$ cat src/rtl/traffic_pkg.sv
// Shared constants and helpers for the traffic_seq_bcd junction sequencer.
// Optional pedestrian truncation is enabled with the TRAFFIC_PED_REQ_EN macro.
package traffic_pkg;

    localparam logic [2:0] PH_AG  = 3'd0;
    localparam logic [2:0] PH_AY1 = 3'd1;
    localparam logic [2:0] PH_AL  = 3'd2;
    localparam logic [2:0] PH_AY2 = 3'd3;
    localparam logic [2:0] PH_BG  = 3'd4;
    localparam logic [2:0] PH_BY1 = 3'd5;
    localparam logic [2:0] PH_BL  = 3'd6;
    localparam logic [2:0] PH_BY2 = 3'd7;

    localparam logic [3:0] LAMP_RED = 4'h8;
    localparam logic [3:0] LAMP_YEL = 4'h4;
    localparam logic [3:0] LAMP_GRN = 4'h2;
    localparam logic [3:0] LAMP_LFT = 4'h1;
    localparam logic [3:0] LAMP_OFF = 4'h0;

    localparam logic [1:0] MODE_NORMAL = 2'b00;
    localparam logic [1:0] MODE_FLASH  = 2'b01;
    localparam logic [1:0] MODE_ALLRED = 2'b10;

    localparam logic [2:0] CFG_AG = 3'd0;
    localparam logic [2:0] CFG_AY = 3'd1;
    localparam logic [2:0] CFG_AL = 3'd2;
    localparam logic [2:0] CFG_BG = 3'd3;
    localparam logic [2:0] CFG_BY = 3'd4;
    localparam logic [2:0] CFG_BL = 3'd5;

    typedef enum logic [1:0] {
        EM_NORMAL = 2'd0,
        EM_FLASH  = 2'd1,
        EM_ALLRED = 2'd2
    } emode_t;

    function automatic emode_t decode_mode(input logic [1:0] m);
        case (m)
            MODE_NORMAL: decode_mode = EM_NORMAL;
            MODE_FLASH:  decode_mode = EM_FLASH;
            default:     decode_mode = EM_ALLRED;
        endcase
    endfunction

    function automatic logic [3:0] lamp_a(input logic [2:0] ph);
        if (ph[2]) begin
            lamp_a = LAMP_RED;
        end else begin
            case (ph[1:0])
                2'd0:    lamp_a = LAMP_GRN;
                2'd2:    lamp_a = LAMP_LFT;
                default: lamp_a = LAMP_YEL;
            endcase
        end
    endfunction

    function automatic logic [3:0] lamp_b(input logic [2:0] ph);
        if (!ph[2]) begin
            lamp_b = LAMP_RED;
        end else begin
            case (ph[1:0])
                2'd0:    lamp_b = LAMP_GRN;
                2'd2:    lamp_b = LAMP_LFT;
                default: lamp_b = LAMP_YEL;
            endcase
        end
    endfunction

    // Both yellow phases of an approach share one duration register.
    function automatic logic [2:0] dur_sel(input logic [2:0] ph);
        case (ph)
            PH_AG:          dur_sel = CFG_AG;
            PH_AY1, PH_AY2: dur_sel = CFG_AY;
            PH_AL:          dur_sel = CFG_AL;
            PH_BG:          dur_sel = CFG_BG;
            PH_BY1, PH_BY2: dur_sel = CFG_BY;
            default:        dur_sel = CFG_BL;
        endcase
    endfunction

    function automatic logic [31:0] to_bcd(input int unsigned v);
        int unsigned x;
        x = v;
        to_bcd = '0;
        for (int i = 0; i < 8; i++) begin
            to_bcd[4*i +: 4] = 4'(x % 10);
            x = x / 10;
        end
    endfunction

endpackage

$ cat src/rtl/bcd_down_cnt.sv
// DIGITS-digit BCD down counter with synchronous load and a count==1 flag.
// Used by traffic_seq_bcd (TRAFFIC_PED_REQ_EN has no effect here).
module bcd_down_cnt #(
    parameter int DIGITS = 2
) (
    input  logic                  clk_i,
    input  logic                  rst_i,
    input  logic                  load_i,
    input  logic [4*DIGITS-1:0]   load_val_i,
    input  logic                  dec_i,
    output logic [4*DIGITS-1:0]   value_o,
    output logic                  is_one_o
);

    localparam int W = 4 * DIGITS;

    logic [W-1:0] cnt_q, cnt_d, dec_val;
    logic         borrow;

    // Ripple the borrow upward: each zero digit wraps to 9 and keeps borrowing.
    always_comb begin
        borrow  = 1'b1;
        dec_val = cnt_q;
        for (int i = 0; i < DIGITS; i++) begin
            if (borrow) begin
                if (cnt_q[4*i +: 4] == 4'd0) begin
                    dec_val[4*i +: 4] = 4'd9;
                end else begin
                    dec_val[4*i +: 4] = cnt_q[4*i +: 4] - 4'd1;
                    borrow            = 1'b0;
                end
            end
        end
    end

    always_comb begin
        cnt_d = cnt_q;
        if (load_i) begin
            cnt_d = load_val_i;
        end else if (dec_i) begin
            cnt_d = dec_val;
        end
    end

    always_ff @(posedge clk_i or posedge rst_i) begin
        if (rst_i) begin
            cnt_q <= '0;
        end else begin
            cnt_q <= cnt_d;
        end
    end

    assign value_o  = cnt_q;
    assign is_one_o = (cnt_q == W'(1));

endmodule

$ cat src/rtl/traffic_seq_bcd.sv
// Eight-phase two-approach junction sequencer with BCD phase timers, night flash and all-red hold.
// Define TRAFFIC_PED_REQ_EN to add the PED_REQ green-truncation input.
module traffic_seq_bcd
    import traffic_pkg::*;
#(
    parameter int DIGITS = 2,
    parameter int DEF_AG = 40,
    parameter int DEF_AY = 5,
    parameter int DEF_AL = 15,
    parameter int DEF_BG = 30,
    parameter int DEF_BY = 5,
    parameter int DEF_BL = 15
`ifdef TRAFFIC_PED_REQ_EN
    ,parameter int PED_MIN = 10
`endif
) (
    input  logic                  CLK,
    input  logic                  RST,
    input  logic                  TICK,
    input  logic [1:0]            MODE,
    input  logic                  CFG_WE,
    input  logic [2:0]            CFG_ADDR,
    input  logic [4*DIGITS-1:0]   CFG_DATA,
`ifdef TRAFFIC_PED_REQ_EN
    input  logic                  PED_REQ,
`endif
    output logic                  CFG_ERR,
    output logic [3:0]            LAMPA,
    output logic [3:0]            LAMPB,
    output logic [4*DIGITS-1:0]   COUNT,
    output logic [2:0]            PHASE
);

    localparam int W = 4 * DIGITS;

    emode_t       mode_q;
    logic [2:0]   phase_q;
    logic [3:0]   lampa_q, lampb_q;
    logic         err_q;
    logic [W-1:0] dur_q [6];

    emode_t       req_mode;
    logic [2:0]   nxt_phase;
    logic         enter_ag, advance, leave_normal, cfg_ok, ped_cut;
    logic         cnt_load, cnt_dec, cnt_one;
    logic [W-1:0] cnt_val, cnt_value;

`ifdef TRAFFIC_PED_REQ_EN
    localparam logic [W-1:0] PED_BCD = W'(to_bcd(PED_MIN));
    logic ped_done_q;
`endif

    function automatic logic bcd_ok(input logic [W-1:0] v);
        bcd_ok = 1'b1;
        for (int i = 0; i < DIGITS; i++) begin
            if (v[4*i +: 4] > 4'd9) bcd_ok = 1'b0;
        end
    endfunction

    function automatic logic [W-1:0] load_dur(input logic [W-1:0] d);
        load_dur = (d == '0) ? W'(1) : d;
    endfunction

    always_comb begin
        req_mode     = decode_mode(MODE);
        nxt_phase    = phase_q + 3'd1;
        enter_ag     = (mode_q != EM_NORMAL) && TICK && (req_mode == EM_NORMAL);
        advance      = (mode_q == EM_NORMAL) && TICK && cnt_one && (req_mode == EM_NORMAL);
        leave_normal = (mode_q == EM_NORMAL) && TICK && cnt_one && (req_mode != EM_NORMAL);
        cfg_ok       = (CFG_ADDR <= CFG_BL) && bcd_ok(CFG_DATA);
`ifdef TRAFFIC_PED_REQ_EN
        ped_cut      = (mode_q == EM_NORMAL) && PED_REQ && !ped_done_q &&
                       ((phase_q == PH_AG) || (phase_q == PH_BG)) && (cnt_value > PED_BCD);
`else
        ped_cut      = 1'b0;
`endif
        cnt_load = 1'b0;
        cnt_dec  = 1'b0;
        cnt_val  = '0;
        // Phase loads read dur_q before this edge's write, so a same-edge write is not seen.
        if (enter_ag) begin
            cnt_load = 1'b1;
            cnt_val  = load_dur(dur_q[CFG_AG]);
        end else if (advance) begin
            cnt_load = 1'b1;
            cnt_val  = load_dur(dur_q[dur_sel(nxt_phase)]);
        end else if (leave_normal) begin
            cnt_load = 1'b1;
        end else if (ped_cut) begin
`ifdef TRAFFIC_PED_REQ_EN
            cnt_load = 1'b1;
            cnt_val  = PED_BCD;
`endif
        end else if (mode_q == EM_NORMAL && TICK) begin
            cnt_dec = 1'b1;
        end
    end

    bcd_down_cnt #(.DIGITS(DIGITS)) u_cnt (
        .clk_i      (CLK),
        .rst_i      (RST),
        .load_i     (cnt_load),
        .load_val_i (cnt_val),
        .dec_i      (cnt_dec),
        .value_o    (cnt_value),
        .is_one_o   (cnt_one)
    );

    always_ff @(posedge CLK or posedge RST) begin
        if (RST) begin
            mode_q         <= EM_ALLRED;
            phase_q        <= PH_AG;
            lampa_q        <= LAMP_RED;
            lampb_q        <= LAMP_RED;
            err_q          <= 1'b0;
            dur_q[CFG_AG]  <= W'(to_bcd(DEF_AG));
            dur_q[CFG_AY]  <= W'(to_bcd(DEF_AY));
            dur_q[CFG_AL]  <= W'(to_bcd(DEF_AL));
            dur_q[CFG_BG]  <= W'(to_bcd(DEF_BG));
            dur_q[CFG_BY]  <= W'(to_bcd(DEF_BY));
            dur_q[CFG_BL]  <= W'(to_bcd(DEF_BL));
`ifdef TRAFFIC_PED_REQ_EN
            ped_done_q     <= 1'b0;
`endif
        end else begin
            err_q <= CFG_WE && !cfg_ok;
            if (CFG_WE && cfg_ok) begin
                dur_q[CFG_ADDR] <= CFG_DATA;
            end
`ifdef TRAFFIC_PED_REQ_EN
            if (ped_cut) ped_done_q <= 1'b1;
            if (advance || enter_ag) ped_done_q <= 1'b0;
`endif
            case (mode_q)
                EM_NORMAL: begin
                    if (advance) begin
                        phase_q <= nxt_phase;
                        lampa_q <= lamp_a(nxt_phase);
                        lampb_q <= lamp_b(nxt_phase);
                    end else if (leave_normal) begin
                        mode_q  <= req_mode;
                        phase_q <= PH_AG;
                        lampa_q <= (req_mode == EM_FLASH) ? LAMP_YEL : LAMP_RED;
                        lampb_q <= (req_mode == EM_FLASH) ? LAMP_YEL : LAMP_RED;
                    end
                end
                default: begin
                    if (enter_ag) begin
                        mode_q  <= EM_NORMAL;
                        phase_q <= PH_AG;
                        lampa_q <= lamp_a(PH_AG);
                        lampb_q <= lamp_b(PH_AG);
                    end else if (req_mode != EM_NORMAL && req_mode != mode_q) begin
                        mode_q  <= req_mode;
                        lampa_q <= (req_mode == EM_FLASH) ? LAMP_YEL : LAMP_RED;
                        lampb_q <= (req_mode == EM_FLASH) ? LAMP_YEL : LAMP_RED;
                    end else if (mode_q == EM_FLASH && TICK) begin
                        lampa_q <= (lampa_q == LAMP_YEL) ? LAMP_OFF : LAMP_YEL;
                        lampb_q <= (lampa_q == LAMP_YEL) ? LAMP_OFF : LAMP_YEL;
                    end
                end
            endcase
        end
    end

    assign LAMPA   = lampa_q;
    assign LAMPB   = lampb_q;
    assign COUNT   = cnt_value;
    assign PHASE   = phase_q;
    assign CFG_ERR = err_q;

endmodule
$ cat config.mk
export PLATFORM = sky130hd
export DESIGN_NAME = traffic_seq_bcd
export DESIGN_NICKNAME = d
export VERILOG_FILES = /design/src/rtl/traffic_pkg.sv /design/src/rtl/bcd_down_cnt.sv /design/src/rtl/traffic_seq_bcd.sv
export SDC_FILE = /design/constraint.sdc
export NUM_CORES = 1
export LEC_CHECK = 0
export CAP_MARGIN = 20
export CORE_MARGIN = 4
export CORE_UTILIZATION = 45
export CTS_CLUSTER_SIZE = 24
export DETAILED_ROUTE_END_ITERATION = 8
export GPL_ROUTABILITY_DRIVEN = 0
export PLACE_DENSITY = 0.63
export RECOVER_POWER = 50
export SLEW_MARGIN = 10
export SYNTH_ARGS = -nofsm -noshare
export SYNTH_HDL_FRONTEND = slang
export SYNTH_SLANG_ARGS = --single-unit
$ cat constraint.sdc
create_clock -name CLK -period 4.45 [get_ports CLK]
set_clock_uncertainty 0.2 [all_clocks]
set_input_delay 1.1125 -clock CLK [delete_from_list [all_inputs] [get_ports CLK]]
set_output_delay 1.1125 -clock CLK [all_outputs]
set_load 0.01 [all_outputs]
Word-level counts from Yosys, hierarchy flattened
Cells that the tools add are included.
{"block": "classes", "eq_ne": 16, "add_sub_neg": 3, "n_lt_le_gt_ge": 6, "bitwise": 2, "reduce_logical": 35, "n_mux": 52}
{"cell": "two-way mux 8 bit", "n": 9}
{"cell": "two-way mux 4 bit", "n": 15}
{"cell": "bitwise mux 48 bit", "n": 1}
{"cell": "binary-select mux 8 bit (select 3 bit)", "n": 1}
{"cell": "demux 8 bit (select 3 bit)", "n": 1}
{"cell": "two-way mux 3 bit", "n": 7}
{"cell": "zero test 8 bit", "n": 2}
{"cell": "one-hot mux 3 bit (5 select lines)", "n": 1}
{"cell": "logical AND 1 bit", "n": 12}
{"cell": "two-way mux 1 bit", "n": 10}
{"cell": "two-way mux 2 bit", "n": 5}
{"cell": "nonzero test 2 bit", "n": 5}
{"cell": "== test 3 bit (second input constant)", "n": 3}
{"cell": "== test 8 x 1 -> 1 bit (second input constant)", "n": 1}
{"cell": ">= comparator 4 bit (second input constant)", "n": 2}
{"cell": "> comparator 4 bit (second input constant)", "n": 2}
{"cell": "zero test 2 bit", "n": 4}
{"cell": "zero test 4 bit", "n": 2}
{"cell": "inverter 3 -> 4 bit", "n": 2}
{"cell": "subtractor 4 x 1 -> 4 bit (second input constant)", "n": 2}
{"cell": "== test 2 x 1 -> 1 bit (second input constant)", "n": 3}
{"cell": "== test 3 x 2 -> 1 bit (second input constant)", "n": 2}
{"cell": "one-hot mux 3 bit (2 select lines)", "n": 1}
{"cell": "AND reduction 2 bit", "n": 3}
{"cell": "16 further kinds", "n": 18}
{"block": "word_totals", "out_inout_bits": 20, "word_cells": 127, "in_bits": 17, "register_bits": 70}

Longest topological paths before layout
{"block": "logic_depth", "word_depth": 15, "depth_mapped": 11, "ltp_nobuf": 8}

Hierarchy
From an unflattened synthesis, not the netlist that was laid out.
{"block": "unflattened", "hier_cells": 350, "area_unflattened_um2": 3881.2}
{"module": "traffic_seq_bcd", "n_inst": 1, "cells_each": 300, "area_per_inst_um2": 3427.0}
{"module": "bcd_down_cnt", "n_inst": 1, "cells_each": 50, "area_per_inst_um2": 454.2}

Worst setup path after synthesis
OpenSTA, ideal clock, no wires.
{"block": "synth_timing", "path_kind": "input to register", "from": "in CFG_ADDR[1]", "to": "reg dur_q[11] (netlist bit)", "required_time_ps": 4125, "path_buffers": 1, "arrival_ps": 2564, "path_stages": 5, "setup_slack_ps": 1562, "path_cell_list": "clkbuf_1 -> a21oi_1 -> nand2_1 -> nor4b_4 -> mux2_2"}
{"block": "synth_between", "elab_chain_cells": 6}
{"item": "start: declaration", "line_no": "traffic_seq_bcd.sv:22", "source": "input logic [2:0] CFG_ADDR,"}
{"item": "inverter 3 -> 4 bit (not written as such)", "line_no": "traffic_seq_bcd.sv:128", "source": "dur_q[CFG_ADDR] <= CFG_DATA;"}
{"item": ">= comparator 4 bit (not written as such) / less-than comparator 4 x 1 -> 1 bit (equally long branches)", "line_no": "traffic_seq_bcd.sv:128"}
{"item": "logical AND 1 bit (not written as such)", "line_no": "traffic_seq_bcd.sv:128"}
{"item": "two-way mux 8 bit (not written as such)", "line_no": "traffic_seq_bcd.sv:128"}
{"item": "demux 8 bit (select 3 bit)", "line_no": "traffic_seq_bcd.sv:128"}
{"item": "bitwise mux 48 bit", "line_no": "traffic_seq_bcd.sv:128"}
{"item": "end signal: indexed assignment", "line_no": "traffic_seq_bcd.sv:119", "source": "dur_q[CFG_BG] <= W'(to_bcd(DEF_BG));"}
{"item": "end signal: indexed assignment", "line_no": "traffic_seq_bcd.sv:120", "source": "dur_q[CFG_BY] <= W'(to_bcd(DEF_BY));"}
{"item": "end signal: indexed assignment", "line_no": "traffic_seq_bcd.sv:121", "source": "dur_q[CFG_BL] <= W'(to_bcd(DEF_BL));"}
{"item": "end: declaration", "line_no": "traffic_seq_bcd.sv:40", "source": "logic [W-1:0] dur_q [6];"}
Parallel ways exist; a longest one is shown, timed or not.
A chain may end at the register's enable or synchronous reset.

Worst setup path in the final report
{"block": "layout_timing", "from": "reg phase_q[0] (netlist: PHASE[0])", "to": "reg u_cnt.cnt_q[7] (netlist: u_cnt.value_o[7])"}
{"block": "layout_between", "elab_chain_cells": 15}
{"item": "start: declaration", "line_no": "traffic_seq_bcd.sv:37", "source": "logic [2:0] phase_q;"}
{"item": "start signal: assignment", "line_no": "traffic_seq_bcd.sv:137", "source": "phase_q <= nxt_phase;"}
{"item": "adder 3 x 1 -> 3 bit (*)", "line_no": "traffic_seq_bcd.sv:66", "source": "nxt_phase = phase_q + 3'd1;"}
{"item": "== test 3 bit, or another cell as far along", "line_no": "traffic_pkg.sv:71", "source": "case (ph)"}
{"item": "OR reduction 2 bit", "line_no": "traffic_pkg.sv:71"}
{"item": "one-hot mux 3 bit (5 select lines) (*)", "line_no": "traffic_pkg.sv:71"}
{"item": "two-way mux 3 bit (*)", "line_no": "traffic_seq_bcd.sv:84", "source": "end else if (advance) begin"}
{"item": "two-way mux 3 bit (*)", "line_no": "traffic_seq_bcd.sv:81", "source": "if (enter_ag) begin"}
{"item": "inverter 3 -> 4 bit (not written as such) (*)", "line_no": "traffic_seq_bcd.sv:86", "source": "cnt_val = load_dur(dur_q[dur_sel(nxt_phase)]);"}
{"item": "binary-select mux 8 bit (select 3 bit) (*)", "line_no": "traffic_seq_bcd.sv:86"}
{"item": "two-way mux 8 bit (not written as such) (*) (2 in series)", "line_no": "traffic_seq_bcd.sv:86"}
{"item": "zero test 8 bit", "line_no": "traffic_seq_bcd.sv:61", "source": "load_dur = (d == '0) ? W'(1) : d;"}
{"item": "two-way mux 8 bit (*)", "line_no": "traffic_seq_bcd.sv:61"}
{"item": "two-way mux 8 bit (*)", "line_no": "traffic_seq_bcd.sv:84"}
{"item": "two-way mux 8 bit (*)", "line_no": "traffic_seq_bcd.sv:81"}
{"item": "two-way mux 8 bit (*)", "line_no": "bcd_down_cnt.sv:38", "source": "if (load_i) begin"}
{"item": "end signal: assignment", "line_no": "bcd_down_cnt.sv:49", "source": "cnt_q <= cnt_d;"}
{"item": "end: declaration", "line_no": "bcd_down_cnt.sv:17", "source": "logic [W-1:0] cnt_q, cnt_d, dec_val;"}
Mark *: on every way between the ends. The rest lies on a longest branch, timed or not. The select of a mux whose other input is x is not followed.

==> flow_summary_export.csv <==
group,metric,value,unit
layout,area_delta_synth_final,16.0,%
timing,fmax,0.275,GHz
placed_design,place_area,4430,µm²
setup_path,regToRegSetupSlack,810,ps
setup_path,worstReg2RegEnd,"u_cnt.value_o[7]",
floorplan,core.rowCount,33,
floorplan,io_pins,37,
floorplan,dieHeight,102,µm
clocking,cts_max_level,3,
floorplan,die-area,10400,µm²
logic_synthesis,synth_area,3970,µm²
timing,max_slew_margin,-15.4,%
global_routing,grt_max_degree,71,
timing,min_period,3640,ps
logic_synthesis,synth_edf_count,0,
pwr,power.switching,0.000851,W
setup_path,cp-end-kind,"register",
logic_synthesis,ys_types,62,
clocking,clock-root-buffer,"clkbuf_8",
routing,wl_per_cell,18.9,µm
pwr,seqPwrFrac,43.1,%
hold_path,hp-start,"LAMPB[3]",
pwr,clock_power_share,21.2,%
layout,finalNetCount,433,
hold_path,hold_end,"LAMPB[3]",
routing,drc,0,
timing,fin_crit_sh,81.8,%
setup_path,required,4480,ps
logic_synthesis,ys_async_sr_fraction,100,%
routing,drt-total-wl,9800,µm
pwr,totalPowerFinal,0.00232,W
layout,diodes,0,
routing,num_vias,3129,
pwr,cellPowerDensity,503,nW/µm²
clocking,clk_path_buf_depth,2,
clocking,cts_tree,"done",
logic_synthesis,synth_ff_type,"dfrtp_1",
floorplan,start_util,47.3,%
placed_design,port_buffers,36,
hold_path,min_path_cells,2,
logic_synthesis,avgSynthCellArea,10.7,µm²
routing,antenna_left,0,
timing,setup_viol,0,
routing,via_per_inst,6.03,
setup_path,startpoint_type,"register",
logic_synthesis,ys.warnings.count,0,
logic_synthesis,ys_ff_latch,70,
logic_synthesis,netlist_instances,372,
logic_synthesis,synth_nets,396,
setup_path,reg2reg_from,"PHASE[0]",
placed_design,detailed_place_hpwl,7020,µm
timing,totalNegativeSetupSlack,0,ps
timing,fin_hold_ws,273,ps
setup_path,critPathKind,"reg2reg",
floorplan,core,8380,µm²
clocking,insertion_delay,350,ps
routing,drtIter0Drc,246,
global_routing,grt_first_pass_wirelength,16400,µm
floorplan,fp.dieW,102,µm
pwr,combinationalPowerShare,35.7,%
setup_path,critical_path_arrival,3670,ps
hold_path,hp-class,"reg2reg",
routing,drt-pass1-iter-count,5,
setup_path,worstPathMaxFanout,15,
flow_run,max-cap-violations,1,
pwr,ir_drop,0.236,mV
global_routing,grt_overflow,0,
clocking,cts.sinks,70,
clocking,post_cts_buffers,0,
layout,drive_gt1_share,25.4,%
timing,rsz0062_at_grt,"false",
logic_synthesis,ys_seq_area_share,44.7,%
timing,finalMaxSlewViolations,71,
clocking,cts_buffers,9,
layout,fin_area,4600,µm²
clocking,cts.repair.resized,0,
pwr,leakage,1.93,nW
clocking,path_clk_slew,90,ps
global_routing,grt_usage,20.5,%
global_routing,grt_pass1_vias,3070,
outcome,status,"finished with violations",
outcome,violations,"max-capacitance violations, max-slew violations",
pwr,p_int,0.00146,W
pwr,p_sw_share,36.7,%
global_routing,antenna_found_initial,0,
layout,utilization,54.9,%
setup_path,reg2reg_depth,8,
clocking,hold_buffers,0,
timing,finalHoldViolations,0,
timing,tightestPinTransition,1730,ps
-- final cells by class --
cell class,instances,area [µm²]
Clock buffer,9,124
Clock inverter,7,61.3
Fill cell,776,3780
Inverter,9,33.8
Multi-Input combinational cell,277,2070
Sequential cell,70,1770
Tap cell,105,131
Timing Repair Buffer,42,403
-- cells by family after synthesis --
group                      count (synthesis)  synth area share, %
muxes                                     66                 19.0
AOI/OAI and AO/OA                        101                 17.3
buffers and inverters                     25                 3.03
and+or+nand+nor                          103                 13.8
DFF                                       70                 44.7
adders and majority gates                  7                 2.21
-- state kept, by name (all words and copies together) (netlist names) --
name           count
CFG_ERR            1
LAMPA              4
LAMPB              4
PHASE              3
dur_q             48
mode_q             2
u_cnt.value_o      8
-- worst max-delay path, cell delays in order (launching register included) --
cell and delay [ps]:
dfrtp_1 460, ha_1 270, ha_1 470, o21ba_1 350, a22o_1 620, mux2_4 360
a222oi_1 440, o221a_1 260, a21oi_1 70
-- layout by cell type, fill, tap and decap left out, types with 4 or more instances in the layout --
cell type,netlist,routed
a21o_1,4,4
a21oi_1,22,22
a22o_1,6,6
buf_4,1,5
clkbuf_8,0,9
clkdlybuf4s50_1,0,25
dfrtp_1,54,54
dfstp_2,16,16
dlygate4sd3_1,0,11
ha_1,7,7
inv_1,9,8
mux2_1,6,6
mux2_2,55,55
nand2_1,35,35
nand3_1,9,9
nor2_1,22,22
nor3_1,9,9
o211ai_1,4,4
o21a_1,5,5
o21ai_0,21,21
o22ai_1,4,4
-- power by group through the flow --
stage / Sequential [W] / Clock [W] / Combinational (W)
floorplan: 0.000984 / 0 / 0.000533
global placement: 0.00101 / 0 / 0.000817
detailed placement: 0.00101 / 0 / 0.000827
CTS: 0.000999 / 0.000503 / 0.000832
global route: 0.00103 / 0.000536 / 0.000912
finish: 0.000999 / 0.000491 / 0.000826
-- worst max-delay path by stage --
stage / start / to / slack, ps / cells after the start
floorplan: RST / CFG_ERR / 1400 / 1
detailed placement: CFG_DATA[5] / dur_q[11] / 690 / 7
global route: PHASE[0] / u_cnt.value_o[7] / 570 / 8
CTS: PHASE[0] / u_cnt.value_o[7] / 860 / 8
global placement: CFG_DATA[5] / dur_q[15] / 720 / 7
finish: PHASE[0] / u_cnt.value_o[7] / 810 / 8
-- synth_stat cells (7+ instances only) --
| library cell | instances | area (µm²) |
|---|---|---|
| mux2_2 | 55 | 619 |
| nor2_1 | 22 | 82.6 |
| inv_1 | 9 | 33.8 |
| ha_1 | 7 | 87.6 |
| a21oi_1 | 22 | 110 |
| o21ai_0 | 21 | 105 |
| dfrtp_1 | 54 | 1350 |
| nor3_1 | 9 | 45.0 |
| dfstp_2 | 16 | 420 |
| nand3_1 | 9 | 45.0 |
| nand2_1 | 35 | 131 |
-- layer usage --
layer	vias to the layer above	global-route usage, %	wire (µm)
li1	1464	-	-
met5	-	0	0
met2	103	30.9	4440
met3	15	3.69	546
met1	1547	29.2	4600
met4	0	8.38	214
-- per-stage QoR --
stage | std cells | setup WS [ps]
floorplan | 372 | 1400
global placement | 503 | 723
detailed placement | 503 | 690
CTS | 519 | 859
global route | 519 | 569
finish | 519 | 810
Power figures use the tool's default switching activity.
